[src/rtl/if_fetch_unit.sv]
// Instruction-fetch stage: owns the fetch PC, runs the req/ack handshake to instruction
// memory and feeds the IF/ID slot. Optional perf counters are enabled by defining PERF_CNT_EN.
module if_fetch_unit #(
  parameter logic [15:0] RESET_PC = 16'h0000
) (
  input  logic        clock,
  input  logic        reset,
  input  logic        IFID_write,
  input  logic        redirect_en,
  input  logic [15:0] redirect_pc,
  output logic        imem_req,
  output logic [15:0] imem_addr,
  input  logic        imem_ack,
  input  logic [15:0] imem_rdata,
  output logic [15:0] PC,
  output logic [15:0] PC_Plus1,
  output logic [15:0] Inst,
  output logic        valid
`ifdef PERF_CNT_EN
  ,
  output logic [15:0] fetch_cnt,
  output logic [15:0] bubble_cnt
`endif
);

  typedef enum logic [1:0] {
    ST_RST   = 2'd0,
    ST_FETCH = 2'd1,
    ST_REDIR = 2'd2
  } state_e;

  state_e      state_q, state_d;
  logic [15:0] fpc_q, fpc_d;
  logic [15:0] pc_q, pc_d;
  logic [15:0] inst_q, inst_d;
  logic        valid_q, valid_d;
  logic        pend_q, pend_d;
  logic        req_s;
  logic        xfer_s;
  logic        consume_s;
  logic        slot_free_s;

  assign consume_s   = valid_q & ~IFID_write;
  assign slot_free_s = ~valid_q | ~IFID_write;

  // State register and IF/ID output slot.
  always_ff @(posedge clock) begin
    if (reset) begin
      state_q <= ST_RST;
      fpc_q   <= RESET_PC;
      pc_q    <= RESET_PC;
      inst_q  <= 16'h0000;
      valid_q <= 1'b0;
      pend_q  <= 1'b0;
    end else begin
      state_q <= state_d;
      fpc_q   <= fpc_d;
      pc_q    <= pc_d;
      inst_q  <= inst_d;
      valid_q <= valid_d;
      pend_q  <= pend_d;
    end
  end

  // Next-state, handshake and slot update.
  // A pending request always implies an empty slot, because req only rises when the
  // slot is free or being consumed, so an acknowledged transfer always has a home.
  always_comb begin
    state_d = state_q;
    fpc_d   = fpc_q;
    pc_d    = pc_q;
    inst_d  = inst_q;
    valid_d = valid_q;
    pend_d  = pend_q;
    req_s   = 1'b0;
    xfer_s  = 1'b0;
    case (state_q)
      ST_RST: begin
        state_d = ST_FETCH;
        pend_d  = 1'b0;
      end
      ST_FETCH: begin
        req_s = slot_free_s | pend_q;
        if (redirect_en) begin
          // Redirect beats stall; any data acknowledged on this edge is dropped.
          state_d = ST_REDIR;
          valid_d = 1'b0;
          fpc_d   = redirect_pc;
          pend_d  = 1'b0;
        end else begin
          xfer_s = req_s & imem_ack & slot_free_s;
          pend_d = req_s & ~imem_ack;
          if (xfer_s) begin
            fpc_d   = fpc_q + 16'd1;
            pc_d    = fpc_q;
            inst_d  = imem_rdata;
            valid_d = 1'b1;
          end else if (consume_s) begin
            valid_d = 1'b0;
          end else begin
            valid_d = valid_q;
          end
        end
      end
      ST_REDIR: begin
        valid_d = 1'b0;
        pend_d  = 1'b0;
        if (redirect_en) begin
          state_d = ST_REDIR;
          fpc_d   = redirect_pc;
        end else begin
          state_d = ST_FETCH;
        end
      end
      default: begin
        state_d = ST_RST;
        valid_d = 1'b0;
        pend_d  = 1'b0;
      end
    endcase
  end

  assign imem_req  = req_s;
  assign imem_addr = fpc_q;
  assign PC        = pc_q;
  assign PC_Plus1  = pc_q + 16'd1;
  assign Inst      = inst_q;
  assign valid     = valid_q;

`ifdef PERF_CNT_EN
  logic [15:0] fetch_cnt_q;
  logic [15:0] bubble_cnt_q;

  function automatic logic [15:0] sat_inc(input logic [15:0] v, input logic en);
    if (en && (v != 16'hFFFF)) begin
      return v + 16'd1;
    end else begin
      return v;
    end
  endfunction

  // Saturating transfer and bubble counters.
  always_ff @(posedge clock) begin
    if (reset) begin
      fetch_cnt_q  <= 16'h0000;
      bubble_cnt_q <= 16'h0000;
    end else begin
      fetch_cnt_q  <= sat_inc(fetch_cnt_q, xfer_s);
      bubble_cnt_q <= sat_inc(bubble_cnt_q, ~IFID_write & ~valid_q);
    end
  end

  assign fetch_cnt  = fetch_cnt_q;
  assign bubble_cnt = bubble_cnt_q;
`endif

endmodule
[config.mk]
export PLATFORM = sky130hd
export DESIGN_NAME = if_fetch_unit
export DESIGN_NICKNAME = d
export VERILOG_FILES = /design/src/rtl/if_fetch_unit.sv
export SDC_FILE = /design/constraint.sdc
export NUM_CORES = 1
export LEC_CHECK = 0
export CAP_MARGIN = 20
export CORE_MARGIN = 3
export CORE_UTILIZATION = 40
export CTS_BUF_LIST = sky130_fd_sc_hd__clkbuf_4
export DETAILED_ROUTE_END_ITERATION = 8
export GPL_ROUTABILITY_DRIVEN = 1
export PLACE_DENSITY = 0.81
export SLEW_MARGIN = 20
export SYNTH_ARGS = -nofsm -noshare
export SYNTH_HDL_FRONTEND = slang
export SYNTH_SLANG_ARGS = --single-unit
[constraint.sdc]
create_clock -name clock -period 2.08 [get_ports clock]
set_clock_uncertainty 0.1 [all_clocks]
set_input_delay 0.416 -clock clock [delete_from_list [all_inputs] [get_ports clock]]
set_output_delay 0.416 -clock clock [all_outputs]
set_load 0.01 [all_outputs]
; Word-level counts from Yosys, hierarchy flattened
; Index checks and enable logic that the tools add are counted.
; Widths: inputs -> output; s select.
[word_totals]
wordCells = 44
register_bits = 52
output_inout_bits = 66
in_bits = 37
[op_classes]
n_eq_ne = 6
reduce_logical = 6
n_bitwise = 12
n_addsub = 2
muxes = 12
[ops]
columns = op, count
row1 = $mux 16, 3
row2 = $add 16x1->16 const B, 2
row3 = $pmux 16 s2, 1
row4 = $not 1->1, 6
row5 = $pmux 2 s3, 1
row6 = $reduce_and 3->1, 2
row7 = $and 1x1->1, 4
row8 = $mux 1, 4
row9 = $mux 2, 2
row10 = $ne 2x2->1 const B, 2
row11 = $ne 4x4->1 const B, 1
row12 = $ne 3x3->1 const B, 1
row13 = $reduce_or 3->1, 1
row14 = $eq 2x1->1 const B, 1
row15 = $eq 2x2->1 const B, 1
row16 = $logic_not 2->1, 1
row17 = $or 1x1->1, 2
row18 = $pmux 1 s2, 1
row19 = $reduce_and 2->1, 1
row20 = $reduce_bool 2->1, 1

; Depth between registers and ports, before layout
; Gate-level depths: netlist of the first run.
[logic_depth]
word_depth = 8
depth_mapped = 7

; Worst setup path after synthesis of the first run
; Ideal clock, no wire load.
[synth_path]
path_type = flip-flop to output port
start = register pc_q[2] (netlist: PC[2])
end = output PC_Plus1[15]
t_arrival_ns = 1.409
slack_ns = 0.155
n_path_buf = 0
stages_incl_launch_ff = 6
path_cell_list = dfxtp_1 nand3_1 nor2_1 nand4_1 nor3_1 xor2_1
[synth_between]
elab_chain_cells = 1
[synth_lines]
columns = item, line_no
row1 = from (decl), 34  ; logic [15:0] pc_q, pc_d;
row2 = from (signal assigned), 58  ; pc_q <= pc_d;
row3 = $add 16x1->16, 126  ; assign PC_Plus1 = pc_q + 16'd1;
row4 = to (decl), 16  ; output logic [15:0] PC_Plus1,
; No other way between the ends.

; Worst setup path after layout of the first run
[layout_path]
start = register pc_q[2] (netlist: PC[2])
end = output PC_Plus1[14]
; Same word-level chain as after synthesis.

==> metrics, run 1 <==
final setup fails=8; minimum clock period=2.14 ns; starting density of the core=between 40% and 50%; layout cells sized above 1=a little under a fifth; DR WL/cell=around 14 um; outcome=complete, but fails checks; sequential fraction of the synthesis area=around two fifths; HPWL Detailed=5.64 mm; drt total wl=around 7.6 mm; period utilisation layout=103%; Net Count, Synth=380; Post-synth EDFFs=0; leakage=1.53 nW; DP Area=between 3000 and 4000 sq um; Storage cell area=1050 sq um; cts hold-fix bufs=0; RSZ-0062 raised after global routing=true; Post-synth ARST share=0%; sinks on the clock net=52; core area=approximately 6100 sq um; FF+latch count, synth=52; violated checks=setup timing; CP max stage delay=roughly 0.38 ns; peak supply drop=0.347 mV; DP Worst Slack=-0.151 ns; slew margin rel.=between 70% and 80%; Slew Limit Fails=0; clk root buf=clkbuf_4; Worst-path clk slew=0.14 ns; # port buffers=slightly above 100; YS warnings=0; IO Pins=slightly above 100; largest net degree at the start of global routing=36; CP cell instances=nand3_4 > nor2_4 > buf_4 > and3_4 > nand4_1 > xnor2_1 > buf_2; Tightest Hold Check Type=flop to flop; CTS tree=built; Placer Congestion=between 0.8 and 0.9; Clock Latency Late Sink=0.36 ns; DRC errors left=0; Worst Setup Start Kind=flop; Final TNS setup=-0.246 ns; Syn Std Cell Area=about 2600 sq um; Die H=roughly 86 um; drt pass-1 iters=4; htree depth=2; Synth Instances=between 300 and 400; initial antenna violation count=0; max_cap viols=0; die area=~7400 sq um; Layout area overhead=57.0%; die width=about 86 um; Worst EP required=around 1.6 ns; vias per cell=between 5 and 6; gr ovfl total=0; Arr. time, crit path=~1.6 ns; detailed-route via count=2820; Multi-input gate area=approximately 1500 sq um; vias in the first global route=around 2600; fin nets=504; Clock Path Buffers=2; ANT nets after route=0; Crit. End Element=output pin; first-pass GRT wire length=12.0 mm; Syn Area/Cell=7.50 sq um; final cell utilization of the core=around 66%; Crit Path Class=flop to output pin; slowest CP cell=dfxtp_2; Synth cell types=44; Inserted Clock Buffers=5; Max FO, Critical Path=4; DRT iter0 DRCs=between 150 and 200; final worst setup slack=-0.0567 ns; Filler cells=roughly 530; Pwr Density=a little over 500 nW/um^2; Main synth FF type=dfxtp_1; actual slew at the worst max-slew pin=0.425 ns; f_max=468 MHz; design area=4010 sq um; gr usage total=about 20%; FP Rows=28; ANT cells=0; Hold Vio Cnt, Final=0
## layout by cell type, fill, tap and decap left out, types with 4 or more instances in the layout
cell type and count:
nor4_1 6, buf_2 11, buf_4 31, dfxtp_1 44, o21ai_1 12, xnor2_1 6
o32ai_1 6, buf_12 4, clkbuf_4 6, nand3_1 8, nor2b_1 4, and3_1 4
clkdlybuf4s50_1 85, xor2_1 5, nor2_1 19, nor3_1 6, nand2_1 80, inv_1 9
dfxtp_2 8, a21oi_1 47
## state kept, by name, indices dropped and copies added (netlist names)
register and flops:
PC 16, state_q 2, valid 1, imem_addr 16, Inst 16, pend_q 1
## critical path, delay by kind of cell, from the launching register on
family / cells / cell delay, ns
XOR/XNOR: 1 / 0.13
buffers and inverters: 2 / 0.26
flip-flops: 1 / 0.38
AND/OR/NAND/NOR: 4 / 0.50
## synthesized netlist by cell type (2+ instances only)
cell type   n  share of area (%)
a21oi_1    47                9.2
o21ai_0     2               0.39
dfxtp_1    52                 41
a31oi_1     3               0.73
inv_1       9                1.3
o32ai_1     6                2.1
and3_1      6                1.5
a22oi_1     3               0.88
nand4_2     2               0.98
clkbuf_1   13                1.9
nor2b_1     4               0.98
nor2_1     23                3.4
nor3_1      7                1.4
and2_1      3               0.73
o21a_1      2               0.59
xnor2_1     9                3.1
nand3_1     9                1.8
or2_0       2               0.49
buf_6       2               0.88
nand2_1    84                 12
ha_1        2               0.98
buf_2       6                1.2
nor4b_1     2               0.69
nor4_1      6                1.5
o21ai_1    12                2.3
xor2_1      5                1.7
nand4_1     3               0.73
## report_power, final
group / switching, mW / internal (mW) / leakage (nW) / total, mW
clock: 0.303 / 0.266 / 0.0456 / 0.568
sequential: 0.0427 / 1.03 / 0.426 / 1.08
combinational: 0.181 / 0.217 / 1.06 / 0.397
## final cells by class
cell class / count / share of cell area [%]
Clock buffer: 6 / 1.12
Multi-Input combinational cell: 259 / 36.6
Tap cell: 75 / 2.34
Timing Repair Buffer: 138 / 32.0
Sequential cell: 52 / 26.2
Clock inverter: 2 / 0.873
Inverter: 9 / 0.842
## timing repair
item / CTS / global route
buffers inserted: 1 / 1
setup endpoints to repair: 15 / 13
pin swaps: 9 / 6
resized for setup: 66 / 12
## layer usage
| layer | up-vias | share of wire [%] | GRT usage, % |
|---|---|---|---|
| met5 | - | 0 | 0 |
| met4 | 0 | 1.3 | 6.62 |
| met3 | 10 | 6.7 | 2.11 |
| met2 | 112 | 52 | 35.1 |
| met1 | 1284 | 40 | 24.7 |
| li1 | 1414 | - | - |
## per-stage QoR
| stage | std cells | power, mW | hold WS, ns |
|---|---|---|---|
| global route | 541 | 2.14 | 0.382 |
| detailed placement | 531 | 1.50 | 0.347 |
| CTS | 540 | 2.06 | 0.366 |
| floorplan | 341 | 1.27 | 0.336 |
| global placement | 531 | 1.49 | 0.342 |
| finish | 541 | 2.04 | 0.364 |
## kinds of logic after synthesis
kind of cell | share of synthesized area (%)
XOR/XNOR | 4.80
AND/OR/NAND/NOR | 30.3
buffers and inverters | 5.29
AO/OA/AOI/OAI | 17.5
flip-flops | 40.7
adder cells (fa/ha/maj) | 1.37
## final timing paths
path	from	to	slack (ns)	cells after the start
hold / removal	Inst[7]$_SDFFE_PP0P_	Inst[7]$_SDFFE_PP0P_	0.36	2
setup / recovery	PC[2]$_SDFFE_PP0P_	PC_Plus1[14]	-0.06	7
setup reg to reg	imem_addr[0]$_SDFFE_PP0P_	imem_addr[10]$_SDFFE_PP0P_	0.25	6
hold reg to reg	Inst[7]$_SDFFE_PP0P_	Inst[7]$_SDFFE_PP0P_	0.36	2
No activity file was read; power rests on OpenSTA's default activity.
==> run 2: changes to the inputs <==
--- a/config.mk
+++ b/config.mk
@@ -6,9 +6,10 @@
 export NUM_CORES = 1
 export LEC_CHECK = 0
 export CAP_MARGIN = 20
-export CORE_MARGIN = 3
+export CORE_MARGIN = 8
 export CORE_UTILIZATION = 40
 export CTS_BUF_LIST = sky130_fd_sc_hd__clkbuf_4
+export CTS_CLUSTER_SIZE = 10
 export DETAILED_ROUTE_END_ITERATION = 8
 export GPL_ROUTABILITY_DRIVEN = 1
 export PLACE_DENSITY = 0.81
==> run 2 against run 1 <==
The run still ends with setup timing left; final area down 1.1%; total power barely moved; largest cell class unchanged; combinational power shrank 1%; highest routed layer unchanged; sequential share of layout area is 0.30 points higher; critical endpoint unchanged.
==> metrics, run 2 (synthesis gave the netlist of run 1 again) <==
outcome=complete, but fails checks (unchanged); violated checks=setup timing (unchanged); Layout area overhead=55.2% (was 57.0%); Pwr Density=515 nW/um^2 (was 509 nW/um^2); sinks on the clock net=52 (unchanged); HPWL Detailed=6.26 mm (was 5.64 mm); die width=95.9 um (was 85.9 um); die area=9200 sq um (was 7390 sq um); R2R cell count=6 (unchanged); final setup fails=9 (was 8); Multi-input gate area=1430 sq um (was 1470 sq um); Worst Setup Start Kind=flop (unchanged); Hold Path Origin=reset (was Inst[7]$_SDFFE_PP0P_); FP Rows=29 (was 28); minimum clock period=2.18 ns (was 2.14 ns); gr ovfl total=0 (unchanged); Crit Path Class=flop to output pin (unchanged); vias per cell=5.21 (about the same); Clock Latency Late Sink=0.37 ns (was 0.36 ns); drt total wl=8.17 mm (was 7.64 mm); RSZ-0062 raised after global routing=true (unchanged); Worst-path clk slew=0.14 ns (about the same); Crit. End Element=output pin (unchanged); Inserted Clock Buffers=5 (unchanged); max_cap viols=0 (unchanged); Pwr Total=2.04 mW (about the same); core area=6280 sq um (was 6060 sq um); CTS tree=built (unchanged); vias in the first global route=2731 (was 2617); Cell Count Post-Placement=535 (was 531); most frequent cells in the layout=clkdlybuf4s50_1, nand2_1, a21oi_1 (unchanged); Worst Path Buf+Inv=2 (unchanged); Die H=95.9 um (was 85.9 um); Clock Path Buffers=2 (unchanged); DRT iter0 DRCs=193 (was 173); # port buffers=102 (unchanged); CP max stage delay=0.36 ns (was 0.38 ns); actual slew at the worst max-slew pin=0.422 ns (was 0.425 ns); commonest non-fill, non-tap cell in the layout=clkdlybuf4s50_1 (unchanged); worst hold slack=0.335 ns (was 0.364 ns); first-pass GRT wire length=13.0 mm (was 12.0 mm); Hold Vio Cnt, Final=0 (unchanged); Worst Hold Path EP=Inst[7]$_SDFFE_PP0P_ (unchanged); largest net degree at the start of global routing=33 (was 36); slowest CP cell=dfxtp_2 (unchanged); DR WL/cell=15.0 um (was 14.1 um); worst r2r src=imem_addr[0]$_SDFFE_PP0P_ (unchanged); ANT cells=0 (unchanged); final worst setup slack=-0.0955 ns (was -0.0567 ns); Max FO, Critical Path=4 (unchanged); Placer Congestion=0.837 (was 0.820); f_max=460 MHz (was 468 MHz); post-route insts no fill=545 (was 541); Reg2Reg Setup Slack=0.24 ns (was 0.25 ns); initial antenna violation count=0 (unchanged); gr usage total=17.4% (was 19.7%); drt pass-1 iters=4 (unchanged); ANT nets after route=0 (unchanged); fin nets=506 (was 504); Tightest Hold Check Type=primary input to flop (was flop to flop); layout cells sized above 1=18.2% (was 18.9%); Slew Limit Fails=0 (unchanged); detailed-route via count=2838 (was 2820); starting density of the core=40.7% (was 42.2%); Filler cells=542 (was 532); leakage=1.50 nW (was 1.53 nW); period utilisation layout=105% (was 103%); IO Pins=103 (unchanged); Worst Hold Path Cells=2 (unchanged); clk root buf=clkbuf_4 (unchanged); slew margin rel.=71.9% (was 71.7%); Storage cell area=1050 sq um (unchanged); DRC errors left=0 (unchanged); peak supply drop=0.352 mV (was 0.347 mV); htree depth=2 (unchanged); CP cell instances=nand3_2 > nor2_2 > buf_4 > and3_4 > nand4_1 > xnor2_1 > buf_2 (was nand3_4 > nor2_4 > buf_4 > and3_4 > nand4_1 > xnor2_1 > buf_2); Crit path max-delay family=simple AND/OR/NAND/NOR gates (unchanged); Arr. time, crit path=1.66 ns (was 1.62 ns); reg2reg end=imem_addr[10]$_SDFFE_PP0P_ (unchanged); Worst EP required=1.56 ns (about the same)
[run 2: changes by cell type in the layout (fill, tap and decap cells not counted), sizes merged]
cell         previous run  this run
clkbuf                  7         5
dlygate4sd2             3         4
buf                    47        49
clkinvlp                0         1
[run 2: per-layer routing]
layer,routed length [um],GRT usage [%],up-vias
li1,-,-,1417
met1,3290,20.4,1318
met2,4150,30.8,91
met3,560,3.59,12
met4,165,6.02,0
met5,0,0,-
[run 2: per-stage QoR]
step / TNS, ns / worst slack, ns / util (%) / area (sq um)
floorplan: 0 / 0.155 / - / 2560
global placement: -0.835 / -0.138 / 61.5 / 3860
detailed placement: -1.08 / -0.161 / 61.5 / 3860
CTS: -0.657 / -0.140 / 62.6 / 3930
global route: -1.56 / -0.216 / 63.2 / 3970
finish: -0.501 / -0.0955 / 63.2 / 3970
[run 2: what timing repair did]
| item | in CTS | in global routing |
|---|---|---|
| pin swaps | 4 | 8 |
| hold endpoints to repair | 0 | 0 |
| endpoints found under the setup margin | 16 | 12 |
| resized for setup | 58 | 11 |
| hold buffers | 0 | 0 |
| buffers inserted | 0 | 2 |
[run 2: worst reg2reg max path, stage by stage, from the launching register on]
cell     delay (ns)
dfxtp_1        0.37
ha_1           0.24
nand4_2        0.14
or3_4          0.42
nor4_1         0.28
o21ai_1        0.11
a21oi_1        0.13
[run 2: worst max-delay path by stage]
stage | start | endpoint | slack (ns) | cells past startpoint
floorplan | PC[2]$_SDFFE_PP0P_ | PC_Plus1[15] | 0.15 | 5
global placement | PC[4]$_SDFFE_PP0P_ | PC_Plus1[14] | -0.14 | 7
detailed placement | PC[4]$_SDFFE_PP0P_ | PC_Plus1[14] | -0.16 | 7
CTS | PC[4]$_SDFFE_PP0P_ | PC_Plus1[13] | -0.14 | 7
global route | PC[3]$_SDFFE_PP0P_ | PC_Plus1[13] | -0.22 | 7
finish | PC[4]$_SDFFE_PP0P_ | PC_Plus1[14] | -0.1 | 7
[run 2: cell type report]
class	count	share of cell area, %
Clock buffer	5	0.946
Sequential cell	52	26.5
Tap cell	77	2.43
Inverter	9	0.851
Clock inverter	3	1.07
Timing Repair Buffer	140	32.2
Multi-Input combinational cell	259	36.0
[run 2: report_power, final]
group	leakage [nW]	total, mW	internal [mW]	switching (mW)
sequential	0.426	1.08	1.03	0.0427
clock	0.0412	0.573	0.251	0.321
combinational	1.03	0.393	0.212	0.181
==> run 3: changes to the inputs <==
--- a/config.mk
+++ b/config.mk
@@ -7,12 +7,11 @@
 export LEC_CHECK = 0
 export CAP_MARGIN = 20
 export CORE_MARGIN = 8
-export CORE_UTILIZATION = 40
-export CTS_BUF_LIST = sky130_fd_sc_hd__clkbuf_4
+export CORE_UTILIZATION = 43
 export CTS_CLUSTER_SIZE = 10
 export DETAILED_ROUTE_END_ITERATION = 8
 export GPL_ROUTABILITY_DRIVEN = 1
-export PLACE_DENSITY = 0.81
+export PLACE_DENSITY = 0.86
 export SLEW_MARGIN = 20
 export SYNTH_ARGS = -nofsm -noshare
 export SYNTH_HDL_FRONTEND = slang
==> run 3 against run 2 <==
The flow still finishes with violations (setup timing); combinational power increased by 2%; register-to-register slack about the same; final area increased by 2.1%; final cell count increased by 1.1%; die area decreased by 5.8%; sequential share of layout area decreased by 0.59 points; non-clock buffer count increased by 8; routed wire length decreased by 0.77%; critical path depth increased by 1; critical path type unchanged; highest routed layer unchanged.
==> metrics, run 3 (synthesis gave the netlist of run 1 again) <==
outcome=complete, but fails checks (unchanged); violated checks=setup timing (unchanged); peak supply drop=0.374 mV (was 0.352 mV); drt total wl=8.11 mm (was 8.17 mm); DRT iter0 DRCs=194 (was 193); Arr. time, crit path=1.68 ns (was 1.66 ns); vias per cell=5.19 (was 5.21); Storage cell area=1050 sq um (about the same); Worst EP required=1.56 ns (about the same); fin nets=514 (was 506); HPWL Detailed=6.24 mm (was 6.26 mm); vias in the first global route=2683 (was 2731); Filler cells=465 (was 542); gr ovfl total=0 (unchanged); gr usage total=17.8% (was 17.4%); detailed-route via count=2859 (was 2838); ANT cells=0 (unchanged); core area=5850 sq um (was 6280 sq um); DRC errors left=0 (unchanged); Worst Path Buf+Inv=3 (was 2); final worst setup slack=-0.117 ns (was -0.0955 ns); die width=93.1 um (was 95.9 um); CTS tree=built (unchanged); leakage=1.54 nW (was 1.50 nW); first-pass GRT wire length=12.9 mm (was 13.0 mm); starting density of the core=43.7% (was 40.7%); worst hold slack=0.293 ns (was 0.335 ns); slowest CP cell=dfxtp_2 (unchanged); final setup fails=6 (was 9); die area=8670 sq um (was 9200 sq um); sinks on the clock net=52 (unchanged); period utilisation layout=106% (was 105%); Tightest Hold Check Type=primary input to flop (unchanged); initial antenna violation count=0 (unchanged); Worst Setup Start Kind=flop (unchanged); Clock Power Share=29.3% (was 28.0%); Final TNS setup=-0.391 ns (was -0.501 ns); Reg power frac=51.5% (was 52.7%); cts hold-fix bufs=0 (unchanged); layout cells sized above 1=19.5% (was 18.2%); actual slew at the worst max-slew pin=0.374 ns (was 0.422 ns); IO Pins=103 (unchanged); f_max=455 MHz (was 460 MHz); most frequent cells in the layout=clkdlybuf4s50_1, nand2_1, a21oi_1 (unchanged); # port buffers=102 (unchanged); slew margin rel.=74.8% (was 71.9%); switching portion of total power=27.0% (was 26.7%); Placer Congestion=0.863 (was 0.837); Layout area overhead=58.5% (was 55.2%); Crit. End Element=output pin (unchanged); max_cap viols=0 (unchanged); Multi-input gate area=1440 sq um (was 1430 sq um); DR WL/cell=14.7 um (was 15.0 um); Clock Latency Late Sink=0.31 ns (was 0.37 ns); minimum clock period=2.20 ns (was 2.18 ns); Clock Path Buffers=2 (unchanged); commonest non-fill, non-tap cell in the layout=clkdlybuf4s50_1 (unchanged); Cell Count Post-Placement=539 (was 535); Worst-path clk slew=0.10 ns (was 0.14 ns); Crit Path Class=flop to output pin (unchanged); CP max stage delay=0.35 ns (was 0.36 ns); Pwr Density=515 nW/um^2 (about the same); FP Rows=28 (was 29); Power Internal=1.52 mW (was 1.50 mW); Net Sw Power=564 uW (was 545 uW); drt pass-1 iters=4 (unchanged); htree depth=2 (unchanged); RSZ-0062 raised after global routing=true (unchanged); Slew Limit Fails=0 (unchanged); Pwr Total=2.09 mW (was 2.04 mW); clk root buf=clkbuf_8 (was clkbuf_4); ANT nets after route=0 (unchanged); Die H=93.1 um (was 95.9 um); Crit path max-delay family=buffers and inverters (was simple AND/OR/NAND/NOR gates); Inserted Clock Buffers=5 (unchanged); Hold Vio Cnt, Final=0 (unchanged); Comb pwr share=19.2% (was 19.3%); CP cell instances=nand3_2 > nor2_2 > nand4_1 > buf_4 > buf_6 > nor2_4 > xor2_1 > buf_2 (was nand3_2 > nor2_2 > buf_4 > and3_4 > nand4_1 > xnor2_1 > buf_2); post-route insts no fill=551 (was 545); largest net degree at the start of global routing=33 (unchanged); Max FO, Critical Path=4 (unchanged)
==> run 3: cell count changes in the layout (fill, tap and decap cells not counted), sizes merged <==
cell / previous run / this run
clkinv: 1 / 0
buf: 49 / 56
clkbuf: 5 / 8
clkdlybuf4s50: 85 / 86
bufinv: 1 / 0
clkdlybuf4s15: 1 / 0
dlymetal6s2s: 1 / 0
dlygate4sd2: 4 / 5
==> run 3: path summary, 6_finish.rpt <==
kind                              from                          to  slack [ns]  depth (start not counted)
max                 PC[4]$_SDFFE_PP0P_                 PC_Plus1[9]       -0.12                          8
min                              reset   imem_addr[1]$_SDFFE_PP0P_        0.29                          2
max reg2reg  imem_addr[1]$_SDFFE_PP0P_  imem_addr[10]$_SDFFE_PP0P_        0.24                          6
min reg2reg      Inst[15]$_SDFFE_PP0P_       Inst[15]$_SDFFE_PP0P_        0.36                          2
==> run 3: per-stage QoR <==
stage	cell area (sq um)	setup WS [ns]	util, %
global route	4050	-0.208	69.3
detailed placement	3910	-0.213	66.7
floorplan	2560	0.155	-
CTS	4020	-0.127	68.7
finish	4050	-0.117	69.3
global placement	3910	-0.130	66.7
==> run 3: power by group through the flow <==
| stage | clock network [mW] | registers, mW | logic [mW] |
|---|---|---|---|
| floorplan | 0 | 1.11 | 0.164 |
| global placement | 0 | 1.09 | 0.392 |
| detailed placement | 0 | 1.10 | 0.402 |
| CTS | 0.612 | 1.07 | 0.400 |
| global route | 0.657 | 1.08 | 0.431 |
| finish | 0.612 | 1.07 | 0.400 |
==> run 3: what timing repair did <==
action,4_1_cts,5_1_grt
setup endpoints to repair,15,10
endpoints found under the hold margin,0,0
buffers inserted,3,1
resized for setup,59,10
pin swaps,7,10
gates cloned,0,0
==> run 3: area by class of cell <==
| type | instances | area share [%] |
|---|---|---|
| clock buffers | 7 | 2.13 |
| clock inverters | 1 | 0.185 |
| inverters | 9 | 0.834 |
| multi-input cells | 259 | 35.6 |
| flip-flops and latches | 52 | 25.9 |
| well taps | 75 | 2.32 |
| repair buffers | 148 | 33.0 |
==> run 3: metal layers <==
layer / up-vias / part of all wire (%) / global-route usage [%]
li1: 1438 / - / -
met1: 1309 / 41 / 21.0
met2: 103 / 50 / 30.8
met3: 9 / 7.0 / 4.01
met4: 0 / 1.6 / 6.31
met5: - / 0 / 0
